**src/rtl/uart_pkg.sv**
```systemverilog
`default_nettype none
// ============================================================================
//  Module   : uart_pkg
//  Purpose  : Shared types, FSM state encodings and helper functions for the
//             parametrised UART core and its RX FIFO.
//  Revision : 1.0  initial release
// ============================================================================
package uart_pkg;

   // Parity mode as carried on cfg_parity_i; 2'b11 is treated as no parity.
   typedef enum logic [1:0] {
      PAR_NONE = 2'b00,
      PAR_EVEN = 2'b01,
      PAR_ODD  = 2'b10
   } parity_e;

   // TX FSM encoding
   typedef logic [2:0] tx_state_e;
   localparam tx_state_e TX_IDLE   = 3'd0;
   localparam tx_state_e TX_START  = 3'd1;
   localparam tx_state_e TX_DATA   = 3'd2;
   localparam tx_state_e TX_PARITY = 3'd3;
   localparam tx_state_e TX_STOP   = 3'd4;

   // RX FSM encoding
   typedef logic [2:0] rx_state_e;
   localparam rx_state_e RX_IDLE      = 3'd0;
   localparam rx_state_e RX_START     = 3'd1;
   localparam rx_state_e RX_DATA      = 3'd2;
   localparam rx_state_e RX_PARITY    = 3'd3;
   localparam rx_state_e RX_STOP      = 3'd4;
   localparam rx_state_e RX_WAIT_HIGH = 3'd5;

   // Widest payload supported; narrower payloads are zero-extended, which
   // leaves the XOR-based parity unchanged.
   localparam int MAX_DATA_BITS = 9;

   function automatic logic majority3(input logic a, input logic b, input logic c);
      return (a & b) | (a & c) | (b & c);
   endfunction

   function automatic logic parity_en(input logic [1:0] mode);
      return (mode == PAR_EVEN) || (mode == PAR_ODD);
   endfunction

   // Even parity makes the total count of ones even; odd is its complement.
   function automatic logic parity_calc(input logic [MAX_DATA_BITS-1:0] data,
                                        input logic [1:0] mode);
      return (mode == PAR_ODD) ? ~^data : ^data;
   endfunction

endpackage
`default_nettype wire

```
**src/rtl/uart_sync_fifo.sv**
```systemverilog
`default_nettype none
// ============================================================================
//  Module   : uart_sync_fifo
//  Purpose  : First-word fall-through synchronous FIFO with occupancy output
//             and a drop indication when a write meets a full FIFO.
//  Revision : 1.0  initial release
// ============================================================================
module uart_sync_fifo #(
   parameter int WIDTH = 10,
   parameter int DEPTH = 8
) (
   input  logic                     clk_i,
   input  logic                     rst_i,
   input  logic                     wr_valid_i,
   input  logic [WIDTH-1:0]         wr_data_i,
   output logic                     wr_drop_o,
   output logic                     rd_valid_o,
   input  logic                     rd_ready_i,
   output logic [WIDTH-1:0]         rd_data_o,
   output logic [$clog2(DEPTH):0]   level_o
);

   localparam int AW = $clog2(DEPTH);
   localparam logic [AW:0] FULL_LEVEL = (AW+1)'(DEPTH);

   logic [WIDTH-1:0] mem_q [DEPTH];
   logic [AW-1:0]    wr_ptr_q, wr_ptr_d;
   logic [AW-1:0]    rd_ptr_q, rd_ptr_d;
   logic [AW:0]      level_q,  level_d;
   logic             w_full, w_push, w_pop;

   assign w_full     = (level_q == FULL_LEVEL);
   assign rd_valid_o = (level_q != '0);
   assign w_pop      = rd_valid_o & rd_ready_i;
   // A full FIFO still takes a write when the head leaves in the same cycle.
   assign w_push     = wr_valid_i & (~w_full | w_pop);
   assign wr_drop_o  = wr_valid_i & w_full & ~w_pop;
   assign rd_data_o  = mem_q[rd_ptr_q];
   assign level_o    = level_q;

   // Pointer and occupancy next-state; pointers wrap naturally at DEPTH.
   always_comb begin
      wr_ptr_d = wr_ptr_q;
      rd_ptr_d = rd_ptr_q;
      level_d  = level_q;
      if (w_push) wr_ptr_d = wr_ptr_q + AW'(1);
      if (w_pop)  rd_ptr_d = rd_ptr_q + AW'(1);
      case ({w_push, w_pop})
         2'b10:   level_d = level_q + (AW+1)'(1);
         2'b01:   level_d = level_q - (AW+1)'(1);
         default: level_d = level_q;
      endcase
   end

   // Control registers; storage itself needs no reset.
   always_ff @(posedge clk_i) begin
      if (rst_i) begin
         wr_ptr_q <= '0;
         rd_ptr_q <= '0;
         level_q  <= '0;
      end else begin
         wr_ptr_q <= wr_ptr_d;
         rd_ptr_q <= rd_ptr_d;
         level_q  <= level_d;
      end
   end

   // Storage write port.
   always_ff @(posedge clk_i) begin
      if (w_push) mem_q[wr_ptr_q] <= wr_data_i;
   end

endmodule
`default_nettype wire

```
**src/rtl/uart_core_param.sv**
```systemverilog
`default_nettype none
// ============================================================================
//  Module   : uart_core_param
//  Purpose  : Parametrised full-duplex UART: runtime baud divider, parity and
//             stop-bit selection, 3-sample majority RX and an RX FIFO whose
//             entries carry their own error flags.
//  Revision : 1.0  initial release
// ============================================================================
module uart_core_param
   import uart_pkg::*;
#(
   parameter int DATA_BITS     = 8,
   parameter int OVERSAMPLE    = 16,
   parameter int DIV_W         = 16,
   parameter int RX_FIFO_DEPTH = 8,
   parameter int SYNC_STAGES   = 2
) (
   input  logic                             clk_i,
   input  logic                             rst_i,
   input  logic [DIV_W-1:0]                 cfg_div_i,
   input  logic [1:0]                       cfg_parity_i,
   input  logic                             cfg_stop2_i,
   input  logic                             cfg_rx_en_i,
   input  logic [DATA_BITS-1:0]             tx_data_i,
   input  logic                             tx_valid_i,
   output logic                             tx_ready_o,
   output logic                             tx_busy_o,
   output logic                             tx_o,
   input  logic                             rx_i,
   output logic [DATA_BITS-1:0]             rx_data_o,
   output logic                             rx_parity_err_o,
   output logic                             rx_frame_err_o,
   output logic                             rx_valid_o,
   input  logic                             rx_ready_i,
   output logic                             rx_overrun_o,
   output logic [$clog2(RX_FIFO_DEPTH):0]   rx_level_o
);

   localparam int OS_W = $clog2(OVERSAMPLE);
   localparam int BI_W = $clog2(DATA_BITS);
   localparam int EW   = DATA_BITS + 2;
   localparam logic [OS_W-1:0] OS_LAST  = OS_W'(OVERSAMPLE - 1);
   localparam logic [OS_W-1:0] S_PRE    = OS_W'(OVERSAMPLE/2 - 1);
   localparam logic [OS_W-1:0] S_MID    = OS_W'(OVERSAMPLE/2);
   localparam logic [OS_W-1:0] S_POST   = OS_W'(OVERSAMPLE/2 + 1);
   localparam logic [BI_W-1:0] BIT_LAST = BI_W'(DATA_BITS - 1);

   // ---------------------------------------------------------------- TX ----
   tx_state_e            tx_state_q, tx_state_d;
   logic [DIV_W-1:0]     tx_cnt_q, tx_cnt_d, tx_div_q, tx_div_d;
   logic [OS_W-1:0]      tx_os_q, tx_os_d;
   logic [BI_W-1:0]      tx_bit_q, tx_bit_d;
   logic [DATA_BITS-1:0] tx_shift_q, tx_shift_d;
   logic [1:0]           tx_par_q, tx_par_d;
   logic                 tx_stop2_q, tx_stop2_d;
   logic                 tx_pbit_q, tx_pbit_d;
   logic                 tx_o_q, tx_o_d;
   logic [MAX_DATA_BITS-1:0] w_tx_ext;
   logic                 w_tx_tick, w_tx_bit_end;

   assign tx_ready_o   = (tx_state_q == TX_IDLE);
   assign tx_busy_o    = ~tx_ready_o;
   assign tx_o         = tx_o_q;
   assign w_tx_tick    = (tx_cnt_q == '0);
   assign w_tx_bit_end = ~tx_ready_o & w_tx_tick & (tx_os_q == OS_LAST);

   // Zero-extend the TX payload for the shared parity helper.
   always_comb begin
      w_tx_ext = '0;
      w_tx_ext[DATA_BITS-1:0] = tx_data_i;
   end

   // TX frame sequencer: one bit per OVERSAMPLE ticks, cfg latched at accept.
   always_comb begin
      tx_state_d = tx_state_q;
      tx_cnt_d   = tx_cnt_q;
      tx_div_d   = tx_div_q;
      tx_os_d    = tx_os_q;
      tx_bit_d   = tx_bit_q;
      tx_shift_d = tx_shift_q;
      tx_par_d   = tx_par_q;
      tx_stop2_d = tx_stop2_q;
      tx_pbit_d  = tx_pbit_q;
      tx_o_d     = tx_o_q;
      if (tx_state_q == TX_IDLE) begin
         tx_o_d = 1'b1;
         if (tx_valid_i) begin
            tx_state_d = TX_START;
            tx_o_d     = 1'b0;
            tx_cnt_d   = cfg_div_i;
            tx_div_d   = cfg_div_i;
            tx_os_d    = '0;
            tx_bit_d   = '0;
            tx_shift_d = tx_data_i;
            tx_par_d   = cfg_parity_i;
            tx_stop2_d = cfg_stop2_i;
            tx_pbit_d  = parity_calc(w_tx_ext, cfg_parity_i);
         end
      end else begin
         tx_cnt_d = w_tx_tick ? tx_div_q : tx_cnt_q - DIV_W'(1);
         if (w_tx_tick) tx_os_d = w_tx_bit_end ? '0 : tx_os_q + OS_W'(1);
         if (w_tx_bit_end) begin
            case (tx_state_q)
               TX_START: begin
                  tx_state_d = TX_DATA;
                  tx_o_d     = tx_shift_q[0];
                  tx_shift_d = tx_shift_q >> 1;
               end
               TX_DATA: begin
                  if (tx_bit_q == BIT_LAST) begin
                     tx_bit_d = '0;
                     if (parity_en(tx_par_q)) begin
                        tx_state_d = TX_PARITY;
                        tx_o_d     = tx_pbit_q;
                     end else begin
                        tx_state_d = TX_STOP;
                        tx_o_d     = 1'b1;
                     end
                  end else begin
                     tx_bit_d   = tx_bit_q + BI_W'(1);
                     tx_o_d     = tx_shift_q[0];
                     tx_shift_d = tx_shift_q >> 1;
                  end
               end
               TX_PARITY: begin
                  tx_state_d = TX_STOP;
                  tx_o_d     = 1'b1;
               end
               TX_STOP: begin
                  if (tx_stop2_q && (tx_bit_q == '0)) tx_bit_d = BI_W'(1);
                  else                                tx_state_d = TX_IDLE;
               end
               default: tx_state_d = TX_IDLE;
            endcase
         end
      end
   end

   // TX state registers.
   always_ff @(posedge clk_i) begin
      if (rst_i) begin
         tx_state_q <= TX_IDLE;
         tx_cnt_q   <= '0;
         tx_div_q   <= '0;
         tx_os_q    <= '0;
         tx_bit_q   <= '0;
         tx_shift_q <= '0;
         tx_par_q   <= PAR_NONE;
         tx_stop2_q <= 1'b0;
         tx_pbit_q  <= 1'b0;
         tx_o_q     <= 1'b1;
      end else begin
         tx_state_q <= tx_state_d;
         tx_cnt_q   <= tx_cnt_d;
         tx_div_q   <= tx_div_d;
         tx_os_q    <= tx_os_d;
         tx_bit_q   <= tx_bit_d;
         tx_shift_q <= tx_shift_d;
         tx_par_q   <= tx_par_d;
         tx_stop2_q <= tx_stop2_d;
         tx_pbit_q  <= tx_pbit_d;
         tx_o_q     <= tx_o_d;
      end
   end

   // ---------------------------------------------------------------- RX ----
   logic [SYNC_STAGES-1:0] sync_q;
   logic                   rx_prev_q;
   rx_state_e              rx_state_q, rx_state_d;
   logic [DIV_W-1:0]       rx_cnt_q, rx_cnt_d, rx_div_q, rx_div_d;
   logic [OS_W-1:0]        rx_os_q, rx_os_d;
   logic [BI_W-1:0]        rx_bit_q, rx_bit_d;
   logic [DATA_BITS-1:0]   rx_shift_q, rx_shift_d;
   logic [1:0]             rx_samp_q, rx_samp_d;
   logic [1:0]             rx_par_q, rx_par_d;
   logic                   rx_stop2_q, rx_stop2_d;
   logic                   rx_perr_q, rx_perr_d;
   logic                   rx_ferr_q, rx_ferr_d;
   logic                   push_q, push_d;
   logic [EW-1:0]          push_data_q, push_data_d;
   logic [EW-1:0]          w_head;
   logic [MAX_DATA_BITS-1:0] w_rx_ext;
   logic                   w_rx, w_rx_tick, w_rx_active, w_rx_bit_end, w_sample, w_maj, w_ferr;

   assign w_rx         = sync_q[SYNC_STAGES-1];
   assign w_rx_tick    = (rx_cnt_q == '0);
   assign w_rx_active  = (rx_state_q != RX_IDLE) && (rx_state_q != RX_WAIT_HIGH);
   assign w_rx_bit_end = w_rx_active & w_rx_tick & (rx_os_q == OS_LAST);
   assign w_sample     = w_rx_active & w_rx_tick & (rx_os_q == S_POST);
   assign w_maj        = majority3(rx_samp_q[1], rx_samp_q[0], w_rx);
   assign w_ferr       = rx_ferr_q | ~w_maj;

   // Zero-extend the received payload for the shared parity helper.
   always_comb begin
      w_rx_ext = '0;
      w_rx_ext[DATA_BITS-1:0] = rx_shift_q;
   end

   // Input synchroniser and edge-detect history; idle-high after reset.
   always_ff @(posedge clk_i) begin
      if (rst_i) begin
         sync_q    <= '1;
         rx_prev_q <= 1'b1;
      end else begin
         sync_q    <= {sync_q[SYNC_STAGES-2:0], rx_i};
         rx_prev_q <= w_rx;
      end
   end

   // RX frame sequencer: majority sample around mid-bit, finish at mid-stop.
   always_comb begin
      rx_state_d  = rx_state_q;
      rx_cnt_d    = rx_cnt_q;
      rx_div_d    = rx_div_q;
      rx_os_d     = rx_os_q;
      rx_bit_d    = rx_bit_q;
      rx_shift_d  = rx_shift_q;
      rx_samp_d   = rx_samp_q;
      rx_par_d    = rx_par_q;
      rx_stop2_d  = rx_stop2_q;
      rx_perr_d   = rx_perr_q;
      rx_ferr_d   = rx_ferr_q;
      push_d      = 1'b0;
      push_data_d = push_data_q;
      case (rx_state_q)
         RX_IDLE: begin
            if (rx_prev_q && !w_rx && cfg_rx_en_i) begin
               rx_state_d = RX_START;
               rx_cnt_d   = cfg_div_i;
               rx_div_d   = cfg_div_i;
               rx_os_d    = '0;
               rx_bit_d   = '0;
               rx_par_d   = cfg_parity_i;
               rx_stop2_d = cfg_stop2_i;
               rx_perr_d  = 1'b0;
               rx_ferr_d  = 1'b0;
            end
         end
         RX_WAIT_HIGH: begin
            if (w_rx) rx_state_d = RX_IDLE;
         end
         default: begin
            rx_cnt_d = w_rx_tick ? rx_div_q : rx_cnt_q - DIV_W'(1);
            if (w_rx_tick) begin
               rx_os_d = w_rx_bit_end ? '0 : rx_os_q + OS_W'(1);
               if (rx_os_q == S_PRE) rx_samp_d[1] = w_rx;
               if (rx_os_q == S_MID) rx_samp_d[0] = w_rx;
            end
            case (rx_state_q)
               RX_START: begin
                  if (w_sample && w_maj) rx_state_d = RX_IDLE;
                  else if (w_rx_bit_end) rx_state_d = RX_DATA;
               end
               RX_DATA: begin
                  if (w_sample) rx_shift_d = {w_maj, rx_shift_q[DATA_BITS-1:1]};
                  if (w_rx_bit_end) begin
                     if (rx_bit_q == BIT_LAST) begin
                        rx_bit_d   = '0;
                        rx_state_d = parity_en(rx_par_q) ? RX_PARITY : RX_STOP;
                     end else begin
                        rx_bit_d = rx_bit_q + BI_W'(1);
                     end
                  end
               end
               RX_PARITY: begin
                  if (w_sample) rx_perr_d = (w_maj != parity_calc(w_rx_ext, rx_par_q));
                  if (w_rx_bit_end) rx_state_d = RX_STOP;
               end
               RX_STOP: begin
                  if (w_sample) begin
                     rx_ferr_d = w_ferr;
                     if (!(rx_stop2_q && (rx_bit_q == '0))) begin
                        push_d      = 1'b1;
                        push_data_d = {rx_perr_q, w_ferr, rx_shift_q};
                        // All-zero data with a bad stop is a line break.
                        rx_state_d  = (w_ferr && (rx_shift_q == '0)) ? RX_WAIT_HIGH : RX_IDLE;
                     end
                  end
                  if (w_rx_bit_end) rx_bit_d = BI_W'(1);
               end
               default: rx_state_d = RX_IDLE;
            endcase
         end
      endcase
      if (!cfg_rx_en_i) rx_state_d = RX_IDLE;
   end

   // RX state registers.
   always_ff @(posedge clk_i) begin
      if (rst_i) begin
         rx_state_q  <= RX_IDLE;
         rx_cnt_q    <= '0;
         rx_div_q    <= '0;
         rx_os_q     <= '0;
         rx_bit_q    <= '0;
         rx_shift_q  <= '0;
         rx_samp_q   <= '0;
         rx_par_q    <= PAR_NONE;
         rx_stop2_q  <= 1'b0;
         rx_perr_q   <= 1'b0;
         rx_ferr_q   <= 1'b0;
         push_q      <= 1'b0;
         push_data_q <= '0;
      end else begin
         rx_state_q  <= rx_state_d;
         rx_cnt_q    <= rx_cnt_d;
         rx_div_q    <= rx_div_d;
         rx_os_q     <= rx_os_d;
         rx_bit_q    <= rx_bit_d;
         rx_shift_q  <= rx_shift_d;
         rx_samp_q   <= rx_samp_d;
         rx_par_q    <= rx_par_d;
         rx_stop2_q  <= rx_stop2_d;
         rx_perr_q   <= rx_perr_d;
         rx_ferr_q   <= rx_ferr_d;
         push_q      <= push_d;
         push_data_q <= push_data_d;
      end
   end

   uart_sync_fifo #(
      .WIDTH (EW),
      .DEPTH (RX_FIFO_DEPTH)
   ) u_rx_fifo (
      .clk_i      (clk_i),
      .rst_i      (rst_i),
      .wr_valid_i (push_q),
      .wr_data_i  (push_data_q),
      .wr_drop_o  (rx_overrun_o),
      .rd_valid_o (rx_valid_o),
      .rd_ready_i (rx_ready_i),
      .rd_data_o  (w_head),
      .level_o    (rx_level_o)
   );

   assign rx_data_o       = w_head[DATA_BITS-1:0];
   assign rx_frame_err_o  = w_head[DATA_BITS];
   assign rx_parity_err_o = w_head[DATA_BITS+1];

endmodule
`default_nettype wire

```
**config.mk**
```make
export PLATFORM = sky130hd
export DESIGN_NAME = uart_core_param
export DESIGN_NICKNAME = d
export VERILOG_FILES = /design/src/rtl/uart_pkg.sv /design/src/rtl/uart_sync_fifo.sv /design/src/rtl/uart_core_param.sv
export SDC_FILE = /design/constraint.sdc
export NUM_CORES = 1
export LEC_CHECK = 0
export CORE_MARGIN = 4
export CORE_UTILIZATION = 60
export DETAILED_ROUTE_END_ITERATION = 12
export HOLD_SLACK_MARGIN = 0.06
export PLACE_DENSITY_LB_ADDON = 0.2
export RECOVER_POWER = 100
export SYNTH_ARGS = -nofsm -noshare
export SYNTH_HDL_FRONTEND = slang
export SYNTH_HIERARCHICAL = 1
export SYNTH_SLANG_ARGS = --single-unit
```
**constraint.sdc**
```tcl
create_clock -name clk_i -period 3.37 [get_ports clk_i]
set_input_delay 0.674 -clock clk_i [delete_from_list [all_inputs] [get_ports clk_i]]
set_output_delay 0.674 -clock clk_i [all_outputs]
set_load 0.1 [all_outputs]
```
==> impl_metrics.env, run 1 <==
export IMPL_fin_hold_ws_ns=0.449
export IMPL_finalPower_mw=6.73
export IMPL_p_leak_nw=4.15
export IMPL_cp_slowest_cell="or4b_1"
export IMPL_ios=52
export IMPL_rsz0062_at_grt="no"
export IMPL_clk_latency_ns=0.50
export IMPL_syn2layout_area_growth_pct=14.3
export IMPL_finalSetupViolCount=0
export IMPL_cts_htree_levels=1
export IMPL_root_buffer="clkbuf_16"
export IMPL_cts_setup_buffers=0
export IMPL_gr_total_overflow=0
export IMPL_antenna_found_initial=0
export IMPL_cts_resized_gates=0
export IMPL_setup_ws_ns=0.394
export IMPL_hold_viol=0
export IMPL_pwr_share_comb_pct=19.2
export IMPL_start_util_pct=61.6
export IMPL_grt_pass1_vias=7504
export IMPL_p_clk_share_pct=36.4
export IMPL_crit_type="reg2reg"
export IMPL_remaining_drc_errors=0
export IMPL_fin_skew_ns=0.00861
export IMPL_wire_per_inst_um=17.2
export IMPL_core_area_um2=16700
export IMPL_grt_pass1_wl_um=37600
export IMPL_die_x_um=139
export IMPL_power_switching_mw=1.93
export IMPL_design_area_um2=11800
export IMPL_postSynth_asyncResetShare_pct=0
export IMPL_syn_area_per_cell_um2=9.82
export IMPL_outcome="finished, violations left"
export IMPL_clock_sinks=219
export IMPL_yosysWarnings=6
export IMPL_grt_max_degree=51
export IMPL_min_period_ns=2.98
export IMPL_fin_cells=1322
export IMPL_cp_max_fo=16
export IMPL_dp_cells=1281
export IMPL_final_setup_tns_ns=0
export IMPL_violations="capacitance limit, slew limit"
export IMPL_synth_edf_count=80
export IMPL_utilization_pct=70.4
export IMPL_pre_cts_ws_ns=0.212
export IMPL_clk_path_buf_depth=3
export IMPL_num_rows=47
export IMPL_peakVddDrop_mv=0.709
export IMPL_synthCells=1047
export IMPL_final_cell_mix="nand2_1, dfxtp_1, a21oi_1, edfxtp_1, nor2_1"
export IMPL_rr_worst_depth=8
export IMPL_gp_congestion=0.882
export IMPL_swShare_pct=28.7
export IMPL_ys_seq_area_share_pct=50.4
export IMPL_die_area_um2=19300
export IMPL_ys_types=74
export IMPL_ant_nets=0
export IMPL_numCtsBuffers=23
export IMPL_io_buffers=51
export IMPL_hp_class="reg2reg"
export IMPL_grt_usage_pct=23.2
export IMPL_max_slew_margin_pct=-38.3
export IMPL_drt_wl_total_um=22800
export IMPL_routed_via_density=5.91
export IMPL_fmax_mhz=336
export IMPL_place_area_um2=11100
export IMPL_path_clk_slew_ns=0.06
export IMPL_num_antenna_cells=0
export IMPL_tightest_slew_ns=2.07
export IMPL_maxCapViolations=1
export IMPL_max_stage_delay_ns=0.54
export IMPL_synth_net_count=1103
export IMPL_hold_depth=2
export IMPL_post_dp_hpwl_um=15400
export IMPL_critPathArrivalTime_ns=3.39
export IMPL_hold_buffers=0
export IMPL_die_y_um=139
export IMPL_cp_data_required_time_ns=3.79
export IMPL_ys_ff_latch=219
export IMPL_powerDensity_nw_per_um2=572
export IMPL_internal_power_mw=4.80
export IMPL_final_common_cell="nand2_1"
export IMPL_initialDrtViolationCount=488
export IMPL_synth_ff_type="dfxtp_1"
export IMPL_cts_tree="built"
export IMPL_drive_gt1_share_pct=10.7
export IMPL_firstDrtPassIters=5
export IMPL_seqPwrFrac_pct=44.4
export IMPL_slew_viol_final=45
export IMPL_syn_cell_area_um2=10300
export IMPL_fin_crit_sh_pct=88.3
export IMPL_layout_nets=1142
export IMPL_crit_chain="inv_1 -> ha_1 -> or4b_1 -> or3_1 -> or2_0 -> o21ai_4 -> nor2_1 -> a311oi_2"
export IMPL_endpoint_kind="flip-flop"
export IMPL_vias=7810
export IMPL_crit_path_start_kind="flip-flop"
## path summary, 6_finish.rpt
path	slack [ns]	start	end
max	0.39	tx_cnt_q[0]$_SDFFE_PP0P_	tx_shift_q[6]$_SDFFE_PP0P_
min	0.45	tx_pbit_q$_SDFFE_PP0P_	tx_pbit_q$_SDFFE_PP0P_
max reg2reg	0.39	tx_cnt_q[0]$_SDFFE_PP0P_	tx_shift_q[6]$_SDFFE_PP0P_
min reg2reg	0.45	tx_pbit_q$_SDFFE_PP0P_	tx_pbit_q$_SDFFE_PP0P_
## synth_stat cells, types with 11 or more instances
cell	instances	area [um^2]
dfxtp_1	139	2780
nor4_1	11	68.8
nor3_1	24	120
xor2_1	16	140
nand3_1	19	95.1
o21ai_0	40	200
xnor2_1	21	184
nor2_1	73	274
mux2_2	23	259
o211ai_1	18	135
ha_1	23	288
clkbuf_1	54	203
mux2i_1	12	120
a21oi_1	100	500
nand2_1	188	706
mux4_2	20	450
edfxtp_1	80	2400
o31ai_1	11	82.6
inv_1	25	93.8
## power groups by stage
stage          logic (mW)  registers, mW  clock network, mW
3_3_place_gp         1.30           3.04                  0
2_1_floorplan        1.00           3.03                  0
4_1_cts              1.33           2.98               2.49
5_1_grt              1.44           3.01               2.62
3_5_place_dp         1.32           3.04                  0
6_report             1.29           2.99               2.45
## cell type report
cell class | count | area (um^2)
sequential | 219 | 5180
clock buffer | 28 | 624
multi-input combinational | 738 | 4740
timing repair buffer | 78 | 717
clock inverter | 13 | 115
fill | 1267 | 4940
inverter | 26 | 97.6
tap | 220 | 275
## registers in the layout, summed over array words and instances, names as in the netlist, 8 cells and up, named ones only
register         count
rx_cnt_q            16
rx_div_q            16
tx_shift_q           8
push_data_q         10
u_rx_fifo/mem_q     80
rx_shift_q           8
tx_div_q            16
tx_cnt_q            16
## routing by layer
layer  global-route usage, %  vias up  part of all wire (%)
li1                        -     3854                     -
met1                    30.0     3716                    42
met2                    41.6      204                    52
met3                    3.41       36                   4.8
met4                    5.25        0                   1.7
met5                       0        -                     0
## worst max-delay path, delay by kind of cell (launching register included)
| family | cells | cell delay, ns |
|---|---|---|
| flip-flops | 1 | 0.36 |
| AO/OA/AOI/OAI | 2 | 0.75 |
| AND/OR/NAND/NOR | 4 | 1.54 |
| adder cells (fa/ha/maj) | 1 | 0.14 |
| buffers and inverters | 1 | 0.10 |
## logic make-up (layout without fill, tap and decap cells)
family	Yosys count	after routing	synth area share [%]
and+or+nand+nor	388	388	17.6
AOI/OAI and AO/OA	234	234	14.4
DFF	219	219	50.4
buffers and inverters	90	145	3.49
muxes	55	55	8.07
xor gates and xnor gates	37	37	3.15
adders and majority gates	24	24	2.90
Power figures use the tool's default switching activity.
==> run 2, diff against run 1 <==
Settings changed: ABC_AREA set to 1.
==> impl_metrics.env, run 2 <==
export IMPL_routed_via_density=5.55
export IMPL_syn2layout_area_growth_pct=12.8
export IMPL_grt_max_degree=62
export IMPL_slew_viol_final=0
export IMPL_peakVddDrop_mv=0.583
export IMPL_powerDensity_nw_per_um2=784
export IMPL_start_util_pct=62.1
export IMPL_path_clk_slew_ns=0.06
export IMPL_ant_nets=0
export IMPL_fin_crit_sh_pct=92.7
export IMPL_syn_cell_area_um2=10400
export IMPL_core_area_um2=16800
export IMPL_drive_gt1_share_pct=7.23
export IMPL_crit_path_start_kind="flip-flop"
export IMPL_remaining_drc_errors=0
export IMPL_hold_viol=0
export IMPL_yosysWarnings=6
export IMPL_min_period_ns=3.13
export IMPL_numCtsBuffers=23
export IMPL_clk_latency_ns=0.51
export IMPL_max_slew_margin_pct=22.6
export IMPL_critPathArrivalTime_ns=2.45
export IMPL_grt_usage_pct=23.4
export IMPL_firstDrtPassIters=7
export IMPL_layout_nets=1394
export IMPL_clock_sinks=219
export IMPL_crit_type="reg2out"
export IMPL_synth_top_area_cell="dfxtp_1"
export IMPL_finalSetupViolCount=0
export IMPL_finalPower_mw=9.23
export IMPL_tightest_slew_ns=1.17
export IMPL_rsz0062_at_grt="no"
export IMPL_yosysMostFrequentCell="nand2_1"
export IMPL_grt_pass1_wl_um=38800
export IMPL_pre_cts_ws_ns=0.763
export IMPL_drt_wl_total_um=23600
export IMPL_wire_per_inst_um=15.0
export IMPL_cts_resized_gates=0
export IMPL_setup_ws_ns=0.245
export IMPL_cts_tree="built"
export IMPL_num_antenna_cells=0
export IMPL_synthTopCellsByCount="nand2_1, nor2_1, dfxtp_1"
export IMPL_p_leak_nw=4.79
export IMPL_synth_ff_type="dfxtp_1"
export IMPL_endpoint_kind="primary output"
export IMPL_hp_class="reg2reg"
export IMPL_top_register="u_rx_fifo/mem_q"
export IMPL_die_x_um=140
export IMPL_hold_buffers=0
export IMPL_ys_ff_latch=219
export IMPL_die_y_um=140
export IMPL_gp_congestion=0.873
export IMPL_io_buffers=51
export IMPL_synthCells=1291
export IMPL_synth_edf_count=80
export IMPL_grt_pass1_vias=8047
export IMPL_utilization_pct=70.1
export IMPL_cts_setup_buffers=0
export IMPL_fillers=1374
export IMPL_cp_max_fo=30
export IMPL_fmax_mhz=320
export IMPL_root_buffer="clkbuf_16"
export IMPL_cp_data_required_time_ns=2.70
export IMPL_largest_reg_flops=80
export IMPL_post_dp_hpwl_um=15700
export IMPL_fin_skew_ns=0.00932
export IMPL_ys_types=55
export IMPL_ys_top_cells_by_area="dfxtp_1, edfxtp_1, nand2_1"
export IMPL_cts_htree_levels=1
export IMPL_initialDrtViolationCount=620
export IMPL_maxCapViolations=0
export IMPL_final_cell_mix="nand2_1, nor2_1, dfxtp_1, inv_1"
export IMPL_vias=8748
export IMPL_num_rows=47
export IMPL_ys_seq_area_share_pct=49.7
export IMPL_postSynth_asyncResetShare_pct=0
export IMPL_synth_net_count=1347
export IMPL_gr_total_overflow=0
export IMPL_clk_path_buf_depth=3
export IMPL_die_area_um2=19600
export IMPL_netlist_area_leader_share_pct=26.6
export IMPL_final_setup_tns_ns=0
export IMPL_final_common_cell="nand2_1"
export IMPL_antenna_found_initial=0
export IMPL_ios=52
export IMPL_outcome="finished clean"
export IMPL_syn_area_per_cell_um2=8.09
## run 2: cell count changes after synthesis, moves of 32 or more
cell | previous run | this run
nor2_1 | 73 | 205
inv_1 | 25 | 104
nand2_1 | 188 | 248
o21ai_0 | 40 | 87
o21ai_1 | 0 | 35
nand3_1 | 19 | 52
clkbuf_1 | 54 | 22
## run 2: final cells by class
cell class / count / area (um^2) / area share [%]
repair buffers: 69 / 584 / 4.96
well taps: 220 / 275 / 2.34
clock inverters: 12 / 124 / 1.05
inverters: 122 / 459 / 3.90
multi-input cells: 903 / 4520 / 38.4
clock buffers: 30 / 632 / 5.36
flip-flops and latches: 219 / 5180 / 44.0
## run 2: per-layer routing
layer  vias up  global-route usage, %  wire (um)
met5         -                      0          0
met4         0                   6.73        569
met3        49                   2.93       1190
met2       230                   40.3      11600
met1      4077                   31.4      10300
li1       4392                      -          -
## run 2: kinds of logic (layout without fill, tap and decap cells)
group	after synthesis	after routing	share of synthesized area (%)
fa+ha+maj	23	23	2.76
simple gates	563	563	22.8
compound gates	277	277	14.8
buf+inv	169	233	6.51
flops	219	219	49.7
mux	10	10	0.959
xor+xnor	30	30	2.52
## run 2: report_power, final
part	total [mW]	switching [mW]	internal (mW)	leakage [nW]
registers	3.17	0.221	2.95	1.92
logic	3.56	2.46	1.10	2.49
clock network	2.51	1.02	1.48	0.374
## run 2: through the flow
step	instance area [um^2]	hold WS, ns	std cells
final	11800	0.417	1575
after CTS	12000	0.420	1575
after global routing	11800	0.440	1575
after floorplan	10400	0.389	1291
after detailed placement	11200	0.398	1533
after global placement	11200	0.409	1533
## run 2: worst paths after layout
path	startpoint	endpoint	slack, ns	cells after the start
max	flip-flop	rx_data_o[2]	0.24	6
min	sync_q[0]$_SDFF_PP1_	sync_q[1]$_SDFF_PP1_	0.42	1
max reg2reg	rx_state_q[1]$_SDFFE_PP0P_	push_data_q[3]$_SDFFE_PP0P_	0.40	11
min reg2reg	sync_q[0]$_SDFF_PP1_	sync_q[1]$_SDFF_PP1_	0.42	1
## run 2: critical path: stages, from the launching register on
cell and delay [ns]:
dfxtp_1 0.76, inv_2 0.41, nor2_1 0.21, o22ai_1 0.14, nand2_1 0.10, nand2_1 0.08
buf_4 0.24
